==> config.mk <==
export PLATFORM = sky130hd
export DESIGN_NAME = control_sequencer
export DESIGN_NICKNAME = d
export VERILOG_FILES = /design/src/rtl/control_sequencer.sv
export SDC_FILE = /design/constraint.sdc
export NUM_CORES = 1
export LEC_CHECK = 0
export ABC_AREA = 1
export CAP_MARGIN = 5
export CORE_ASPECT_RATIO = 1.2
export CORE_MARGIN = 2
export CORE_UTILIZATION = 35
export CTS_BUF_LIST = sky130_fd_sc_hd__clkbuf_4
export CTS_CLUSTER_SIZE = 28
export DETAILED_ROUTE_END_ITERATION = 7
export PLACE_DENSITY = 0.74
export SLEW_MARGIN = 20
export SYNTH_ARGS = -nofsm -noshare
export SYNTH_HDL_FRONTEND = slang
export SYNTH_SLANG_ARGS = --single-unit
==> constraint.sdc <==
create_clock -name clk -period 2.69 [get_ports clk]
set_clock_uncertainty 0.05 [all_clocks]
set_input_delay 0.538 -clock clk [delete_from_list [all_inputs] [get_ports clk]]
set_output_delay 0.538 -clock clk [all_outputs]
set_load 0.005 [all_outputs]
==> src/rtl/control_sequencer.sv <==
// Hardwired control sequencer: fetch (T0-T2) followed by opcode-specific execute steps (T3-T7).
// Optional multiply/divide sequences are enabled by defining CONTROL_MULDIV_EN.
module control_sequencer (
  input  logic        clk,
  input  logic        reset,
  input  logic [31:0] ir,
  input  logic        mem_ready,
  output logic        pc_out,
  output logic        z_high_out,
  output logic        z_low_out,
  output logic        mdr_out,
  output logic        ba_out,
  output logic        c_out,
  output logic        pc_in,
  output logic        ir_in,
  output logic        mar_in,
  output logic        mdr_in,
  output logic        y_in,
  output logic        z_in,
  output logic        hi_in,
  output logic        lo_in,
  output logic        outport_in,
  output logic        gra,
  output logic        grb,
  output logic        grc,
  output logic        r_in,
  output logic        r_out,
  output logic        inc_pc,
  output logic        read,
  output logic        write,
  output logic [3:0]  alu_op,
  output logic        run,
  output logic        illegal
);

  typedef enum logic [3:0] {
    T0, T1, T2, T3, T4, T5, T6, T7, HALTED
  } state_t;

  typedef enum logic [3:0] {
    K_ALU_R, K_ALU_I, K_UNARY, K_LDI, K_LD, K_ST, K_OUT,
    K_NOP, K_HALT, K_MULDIV, K_BAD
  } iclass_t;

  localparam logic [3:0] ALU_AND = 4'b0000;
  localparam logic [3:0] ALU_OR  = 4'b0001;
  localparam logic [3:0] ALU_ADD = 4'b0010;
  localparam logic [3:0] ALU_SUB = 4'b0011;
  localparam logic [3:0] ALU_SHR = 4'b0100;
  localparam logic [3:0] ALU_SHL = 4'b0101;
  localparam logic [3:0] ALU_ROR = 4'b0110;
  localparam logic [3:0] ALU_ROL = 4'b0111;
  localparam logic [3:0] ALU_MUL = 4'b1000;
  localparam logic [3:0] ALU_DIV = 4'b1001;
  localparam logic [3:0] ALU_NEG = 4'b1010;
  localparam logic [3:0] ALU_NOT = 4'b1011;

  state_t      state_reg, state_next;
  logic        illegal_reg, illegal_next;
  iclass_t     iclass;
  logic [3:0]  op_alu;
  logic [4:0]  opcode;
  logic        unused_ir_bits;

  assign opcode         = ir[31:27];
  assign unused_ir_bits = ^ir[26:0];

  always_ff @(posedge clk) begin
    if (reset) begin
      state_reg   <= T0;
      illegal_reg <= 1'b0;
    end else begin
      state_reg   <= state_next;
      illegal_reg <= illegal_next;
    end
  end

  // Opcode decode into an instruction class plus the ALU function it uses.
  always_comb begin
    iclass = K_BAD;
    op_alu = ALU_AND;
    case (opcode)
      5'b00000: iclass = K_LD;
      5'b00001: iclass = K_LDI;
      5'b00010: iclass = K_ST;
      5'b00011: begin iclass = K_ALU_R; op_alu = ALU_ADD; end
      5'b00100: begin iclass = K_ALU_R; op_alu = ALU_SUB; end
      5'b00101: begin iclass = K_ALU_R; op_alu = ALU_SHR; end
      5'b00110: begin iclass = K_ALU_R; op_alu = ALU_SHL; end
      5'b00111: begin iclass = K_ALU_R; op_alu = ALU_ROR; end
      5'b01000: begin iclass = K_ALU_R; op_alu = ALU_ROL; end
      5'b01001: begin iclass = K_ALU_R; op_alu = ALU_AND; end
      5'b01010: begin iclass = K_ALU_R; op_alu = ALU_OR;  end
      5'b01011: begin iclass = K_ALU_I; op_alu = ALU_ADD; end
      5'b01100: begin iclass = K_ALU_I; op_alu = ALU_AND; end
      5'b01101: begin iclass = K_ALU_I; op_alu = ALU_OR;  end
`ifdef CONTROL_MULDIV_EN
      5'b01110: begin iclass = K_MULDIV; op_alu = ALU_MUL; end
      5'b01111: begin iclass = K_MULDIV; op_alu = ALU_DIV; end
`endif
      5'b10000: begin iclass = K_UNARY; op_alu = ALU_NEG; end
      5'b10001: begin iclass = K_UNARY; op_alu = ALU_NOT; end
      5'b10110: iclass = K_OUT;
      5'b11001: iclass = K_NOP;
      5'b11010: iclass = K_HALT;
      default:  iclass = K_BAD;
    endcase
  end

  always_comb begin
    state_next   = state_reg;
    illegal_next = illegal_reg;
    pc_out       = 1'b0;
    z_low_out    = 1'b0;
    mdr_out      = 1'b0;
    ba_out       = 1'b0;
    c_out        = 1'b0;
    pc_in        = 1'b0;
    ir_in        = 1'b0;
    mar_in       = 1'b0;
    mdr_in       = 1'b0;
    y_in         = 1'b0;
    z_in         = 1'b0;
    outport_in   = 1'b0;
    gra          = 1'b0;
    grb          = 1'b0;
    grc          = 1'b0;
    r_in         = 1'b0;
    r_out        = 1'b0;
    inc_pc       = 1'b0;
    read         = 1'b0;
    write        = 1'b0;
    alu_op       = ALU_AND;
`ifdef CONTROL_MULDIV_EN
    z_high_out   = 1'b0;
    hi_in        = 1'b0;
    lo_in        = 1'b0;
`endif
    case (state_reg)
      T0: begin
        pc_out = 1'b1; mar_in = 1'b1; inc_pc = 1'b1; z_in = 1'b1;
        alu_op = ALU_ADD;
        state_next = T1;
      end
      // The incremented PC in Z is committed only once the fetch read completes.
      T1: begin
        z_low_out = 1'b1; read = 1'b1; mdr_in = 1'b1;
        if (mem_ready) begin
          pc_in      = 1'b1;
          state_next = T2;
        end
      end
      T2: begin
        mdr_out = 1'b1; ir_in = 1'b1;
        case (iclass)
          K_NOP:   state_next = T0;
          K_HALT:  state_next = HALTED;
          K_BAD: begin
            illegal_next = 1'b1;
            state_next   = HALTED;
          end
          default: state_next = T3;
        endcase
      end
      T3: begin
        state_next = T0;
        case (iclass)
          K_ALU_R, K_ALU_I, K_MULDIV: begin
            grb = 1'b1; r_out = 1'b1; y_in = 1'b1; state_next = T4;
          end
          K_UNARY: begin
            grb = 1'b1; r_out = 1'b1; z_in = 1'b1; alu_op = op_alu;
            state_next = T4;
          end
          K_LDI, K_LD, K_ST: begin
            grb = 1'b1; ba_out = 1'b1; y_in = 1'b1; state_next = T4;
          end
          K_OUT: begin
            gra = 1'b1; r_out = 1'b1; outport_in = 1'b1;
          end
          default: ;
        endcase
      end
      T4: begin
        state_next = T0;
        case (iclass)
          K_ALU_R, K_MULDIV: begin
            grc = 1'b1; r_out = 1'b1; z_in = 1'b1; alu_op = op_alu;
            state_next = T5;
          end
          K_ALU_I: begin
            c_out = 1'b1; z_in = 1'b1; alu_op = op_alu; state_next = T5;
          end
          K_UNARY: begin
            z_low_out = 1'b1; gra = 1'b1; r_in = 1'b1;
          end
          K_LDI, K_LD, K_ST: begin
            c_out = 1'b1; z_in = 1'b1; alu_op = ALU_ADD; state_next = T5;
          end
          default: ;
        endcase
      end
      T5: begin
        state_next = T0;
        case (iclass)
          K_ALU_R, K_ALU_I, K_LDI: begin
            z_low_out = 1'b1; gra = 1'b1; r_in = 1'b1;
          end
          K_LD, K_ST: begin
            z_low_out = 1'b1; mar_in = 1'b1; state_next = T6;
          end
`ifdef CONTROL_MULDIV_EN
          K_MULDIV: begin
            z_low_out = 1'b1; lo_in = 1'b1; state_next = T6;
          end
`endif
          default: ;
        endcase
      end
      T6: begin
        state_next = T0;
        case (iclass)
          K_LD: begin
            read = 1'b1; mdr_in = 1'b1;
            state_next = mem_ready ? T7 : T6;
          end
          K_ST: begin
            gra = 1'b1; r_out = 1'b1; mdr_in = 1'b1; state_next = T7;
          end
`ifdef CONTROL_MULDIV_EN
          K_MULDIV: begin
            z_high_out = 1'b1; hi_in = 1'b1;
          end
`endif
          default: ;
        endcase
      end
      T7: begin
        state_next = T0;
        case (iclass)
          K_LD: begin
            mdr_out = 1'b1; gra = 1'b1; r_in = 1'b1;
          end
          K_ST: begin
            write = 1'b1;
            state_next = mem_ready ? T0 : T7;
          end
          default: ;
        endcase
      end
      HALTED:  state_next = HALTED;
      default: state_next = T0;
    endcase
  end

`ifndef CONTROL_MULDIV_EN
  assign z_high_out = 1'b0;
  assign hi_in      = 1'b0;
  assign lo_in      = 1'b0;
`endif

  assign run     = (state_reg != HALTED);
  assign illegal = illegal_reg;

endmodule

Word level (Yosys, flattened, before mapping)
Cells that the tools add are included.
- $add $sub $neg: 0
- multipliers: 0
- divide/modulo/power cells: 0
- $lt $le $gt $ge: 0
- equal/unequal tests: 38
- shift operators: 0
- muxes and demuxes: 48
- bitwise logic cells: 0
- reduce and logical (&&, ||, !) cells: 20
- operators with widths (kind ; number):
    4-bit one-hot mux with 9 select lines ; 3
    4-bit by 3-bit equality test with 1-bit output, second input constant ; 8
    5-bit by 4-bit equality test with 1-bit output, second input constant ; 6
    5-bit equality test, second input constant ; 5
    1-bit 2-to-1 mux ; 25
    5-bit by 3-bit equality test with 1-bit output, second input constant ; 4
    4-bit by 2-bit equality test with 1-bit output, second input constant ; 4
    4-bit equality test, second input constant ; 4
    4-bit one-hot mux with 2 select lines ; 2
    3-bit 2-to-1 mux ; 5
    1-bit one-hot mux with 3 select lines ; 4
    4-bit one-hot mux with 3 select lines ; 1
    2-bit OR reduction ; 6
    3-bit OR reduction ; 4
    5-bit by 2-bit equality test with 1-bit output, second input constant ; 2
    5-bit OR reduction ; 2
    4-bit by 1-bit equality test with 1-bit output, second input constant ; 2
    4-bit logical NOT ; 2
    4-bit 2-to-1 mux ; 2
    1-bit one-hot mux with 2 select lines ; 4
    8-bit OR reduction ; 1
    7-bit OR reduction ; 1
    3-bit one-hot mux with 2 select lines ; 1
    6-bit OR reduction ; 1
    7 further kinds ; 7
- flip-flop bits (word level): 5
- latch bits: 0
- RAM bits: 0
- bits in read-only memories: 0
- input port bits: 35
- output and inout bits: 29
- word-level logic and storage cells: 108
- memories kept: 0

Logic depth before layout (Yosys ltp)
- word-level depth: 7
- mapped depth: 13
- mapped depth without buffers: 12

Worst setup path before layout
No wires, ideal clock.
- kind: input to output
- start point: input port ir[31]
- end point: output port r_out
- arrival: 1.546 ns
- required time: 2.102 ns
- setup slack: 0.556 ns
- stages: 11
- buffers on the path: 2
- cell sequence: buf_4 -> inv_2 -> buf_6 -> nand3_2 -> nand2_1 -> nor2_1 -> nand2_1 -> inv_2 -> nand4_1 -> a21oi_1 -> o21ai_1
- longest elaborated chain between the ends: 7
- elaborated cells between the ends (all ways): 35
- classes of those cells: eq/ne (23); mux (5); reduce/logical (7)
- ends and longest elaborated chain (what ; RTL line ; source):
    start, declared ; 6 ; input logic [31:0] ir,
    5-bit by 4-bit equality test with 1-bit output, or another cell as far along ; 82 ; case (opcode)
    8-bit OR reduction (no line), or another cell as far along ; -- ;
    4-bit one-hot mux with 9 select lines * ; 82 ;
    4-bit by 1-bit equality test with 1-bit output, or another cell as far along ; 167 ; case (iclass)
    5-bit OR reduction (no line) or 2-bit OR reduction (tied branches) ; -- ;
    1-bit 2-to-1 mux, on equally long branches ; 167, 186 ;
    1-bit one-hot mux with 3 select lines * ; 139 ; case (state_reg)
    end, declared ; 27 ; output logic r_out,
Every way passes the cells marked *; elsewhere a longest branch is shown, timed or not.

Worst setup path in the final report
- start point: input port ir[27]
- end point: output port alu_op[0]
- longest elaborated chain between the ends: 7
- elaborated cells between the ends (all ways): 38
- classes of those cells: eq/ne (24); mux (5); reduce/logical (9)
- ends and longest elaborated chain (what ; RTL line ; source):
    5-bit by 4-bit equality test with 1-bit output, or another cell as far along ; 82 ;
    8-bit OR reduction (no line), or another cell as far along ; -- ;
    4-bit one-hot mux with 9 select lines ; 82 ;
    4-bit by 3-bit equality test with 1-bit output, or another cell as far along ; 186 ; case (iclass)
    3-bit OR reduction ; -- ;
    4-bit one-hot mux with 2 select lines ; 186 ;
    4-bit one-hot mux with 3 select lines * ; 139 ;
    end, declared ; 31 ; output logic [3:0] alu_op,
Marks and branches as above.

==> reports/summary.md <==
The run finished with clean final reports. After detailed placement, the design holds a cell count of 302. The flip-flop count of the largest register, all copies and words added came out at 4. The start point of the critical path was ir[27].

For the final weighted congestion in routability-driven placement, the log shows 0.887. The peak supply drop was 0.344 mV; the number of synthesized register bits was 5. Summed over all instances, the cell type with the most area after synthesis is nand2_1.

The run gives 22.8% as the global-route total usage across every layer. For the cell internal power dissipation, the log shows 0.464 mW. The clock drives 5 sinks. The arrival time of data at the critical path endpoint was 2.07 ns; the area occupied by multi-input gates was 907 um^2. The number of instances in the synthesized netlist came out at 195. The area overhead of the layout relative to synthesis was 91.0%.

Dividing the detail-routed via count by the number of cells gives 4.96. For the number of antenna violations at the first check in global routing, the log shows 0. DRC violations left: 0.

The area of the mapped netlist was 1040 um^2. The tools report the number of pins exceeding their max-slew limit in the final report as 0. The floorplan step defined a core boundary enclosing 2810 um^2. The worst setup path is captured at an output pin.

The tools report the via count of the first global-routing pass as 1,464. The run gives 2780 um as the half-perimeter wire length of the detailed placement result. After detailed routing, the total wire length is 3760 um. The tightest min-delay check is of the flip-flop to flip-flop type. The worst setup path is launched from an input pin. After layout, the worst path uses 98.9% of the clock period. During placement, the flow inserted port buffers numbering 33. During synthesis, Yosys emitted a total of 0 warnings. In this run the mean area of a mapped cell was 5.33 um^2.

The die area is 3420 um^2. The switching component of the power was 0.340 mW. The first detailed-routing pass ran for 4 iterations.

The number of endpoints failing setup at the final stage came out at 0. The depth of the CTS H-tree was 1. In this run the remaining antenna-violating nets after routing total 0.

Power comes to 0.804 mW. Type of the setup path with the least slack: input pin to output pin. OpenSTA, run right after detailed placement, puts the worst setup slack at -0.609 ns. Final hold analysis gives a worst-case slack of 0.403 ns.

For the worst flop-to-flop path, the logic depth is 10. Following the worst setup path forward leads to its endpoint at alu_op[0]. After synthesis, the largest area contributor takes up 13.4% of total cell area.

Sequential cells were found to cover 9.63% of the synthesized design area. In this run, the number of DRC markers left after iteration 0 of detailed routing was 31. The fraction of power spent switching nets works out to 42.2%. Ranked by total cell area, the synthesized netlist is headed by nand2_1 (13%), nor2_1 (12%), inv_1 (11%). The number of distinct library cell variants in the gate-level netlist after synthesis came out at 30. End of the worst register-to-register path: state_reg[2]. The clock network accounts for 12.6% of the total power. During I/O placement, the number of pins put on the boundary was 64. Cells with a size suffix above 1 make up 43.7% of the layout.

The total overflow left after global routing is 0. The tools report the total clock buffers created by CTS as 3. The tools report the flop-to-flop setup slack as 1.11 ns. In this run the clock root is driven by a clkbuf_4. The startpoint identified for the worst register-to-register timing path is state_reg[3]. The first global-routing pass estimated 6020 um of wire. The clock passes through at most 2 buffers. After layout, the worst setup slack is 0.0296 ns. The routed design could run at a clock period as short as 2.66 ns. The logs give 100 um^2 for the register area and 37.0% for the starting density of the core. The final core utilization was 70.6%; the die span in y was 63.7 um. Summing over every cut layer, the via total after detailed routing is 1,576. For the leakage power summed over all cells, the log shows 1.18 nW. Setup repair after global routing could not meet its margin everywhere.

Of all nets on the critical path, the largest fanout is 5. Across the run, the number of max-cap violations was 0. The count of cells in the finished layout, fillers not included, comes to 318.

The clock-pin slew on the worst setup and hold paths works out to 0.05 ns. Counting the fill cells in the layout gives 236. At the later pin of the worst-skew pair, clock insertion delay measures 0.25 ns. In this run, flip-flops and latches consume 13.7% of the power. The average routed wire per standard cell is 11.8 um, and the count of antenna diodes in the layout is 0. Timing would allow up to 376 MHz. The floorplan step set the die width to 53.8 um. The number of hold violations in the final report is 0.

The floorplan has 21 rows. TritonCTS built the clock tree. STA puts the critical path data required time at 2.10 ns. Total power per unit cell area: 405 nW/um^2. After the last flow step, the layout net total stands at 320. The run gives 7 as the largest net degree at the start of global routing. Combinational logic burns 73.7% of the power.

After clock tree synthesis, the flow added hold-fix buffers numbering 0.
==> cells in the final DEF (no fill, tap or decap), types with 9 or more instances in the layout <==
| cell type | n |
|---|---|
| nand2_1 | 30 |
| inv_1 | 28 |
| nor2_2 | 10 |
| clkdlybuf4s50_1 | 16 |
| buf_4 | 58 |
| nand3_2 | 12 |
| nor2_1 | 24 |
| nor2_4 | 9 |
| nand3_1 | 16 |
| dlymetal6s2s_1 | 10 |
==> how the worst min path moves through the flow <==
stage / endpoint / start / cells past startpoint
finish: illegal / illegal / 2
global route: illegal / illegal / 2
CTS: illegal / illegal / 2
detailed placement: illegal / illegal / 2
global placement: illegal / illegal / 2
floorplan: illegal / illegal / 2
==> metal layers <==
metal / track usage, % / wire (um) / up-vias
met5: 0 / 0 / -
met4: 6.41 / 85 / 0
met3: 1.42 / 104 / 11
met2: 43.0 / 2120 / 44
met1: 25.9 / 1450 / 724
li1: - / - / 797
==> synth_stat cells <==
master,count
nand2_1,37
nor2_1,33
inv_1,30
nand3_1,21
nor3_1,8
nand3_2,7
nor2_2,7
inv_2,6
o21ai_0,6
a21oi_1,5
buf_4,5
dfxtp_1,5
nor2_4,3
a31oi_1,2
nand2_2,2
o21ai_1,2
o31ai_1,2
or2_2,2
a21boi_1,1
a21oi_2,1
buf_6,1
conb_1,1
nand3b_1,1
nand4_1,1
nor3_2,1
nor3b_1,1
o2111ai_1,1
o21ai_2,1
o21bai_1,1
or2_0,1
==> critical path, cell delays in order <==
cell and delay (ns):
clkbuf_4 0.17, nand2_4 0.10, inv_1 0.06, nand3_2 0.07
nand2_1 0.08, nor2_2 0.14, buf_4 0.13, nand3_2 0.11
nand2_4 0.11, nand2_2 0.06, buf_4 0.13, o31ai_1 0.07
a21oi_2 0.05, dlygate4sd2_1 0.26
==> layout make-up <==
class | count | share of cell area [%]
inverter | 36 | 7.31
timing repair inverter | 1 | 0.378
clock buffer | 4 | 1.51
multi-input combinational | 150 | 45.7
tap | 34 | 2.14
sequential | 5 | 5.04
timing repair buffer | 88 | 37.9
==> cells by family after synthesis <==
logic type      after synthesis  synth area share, %
buf+inv                      42                 17.7
compound gates               22                 12.9
simple gates                125                 59.4
other cells                   1                0.361
flops                         5                 9.63
==> metrics by stage <==
stage          setup TNS (ns)  area, um^2
6_report                    0        1990
5_1_grt               -0.0897        1990
4_1_cts                     0        1870
3_5_place_dp            -8.80        1700
3_3_place_gp            -8.45        1700
2_1_floorplan               0        1050
==> repair_timing <==
item                                    in CTS  in global routing
hold endpoints to repair                     0                  0
cloned                                       1                  0
endpoints found under the setup margin      20                 12
buffers inserted                             5                  6
pin swaps                                   13                  8
gates resized for setup                     62                 23
==> power groups by stage <==
| stage | Clock, mW | Combinational, mW | Sequential [mW] |
|---|---|---|---|
| 2_1_floorplan | 0 | 0.273 | 0.108 |
| 3_3_place_gp | 0 | 0.559 | 0.110 |
| 3_5_place_dp | 0 | 0.566 | 0.111 |
| 4_1_cts | 0.102 | 0.581 | 0.110 |
| 5_1_grt | 0.110 | 0.657 | 0.113 |
| 6_report | 0.101 | 0.593 | 0.110 |
Power figures use the tool's default switching activity.
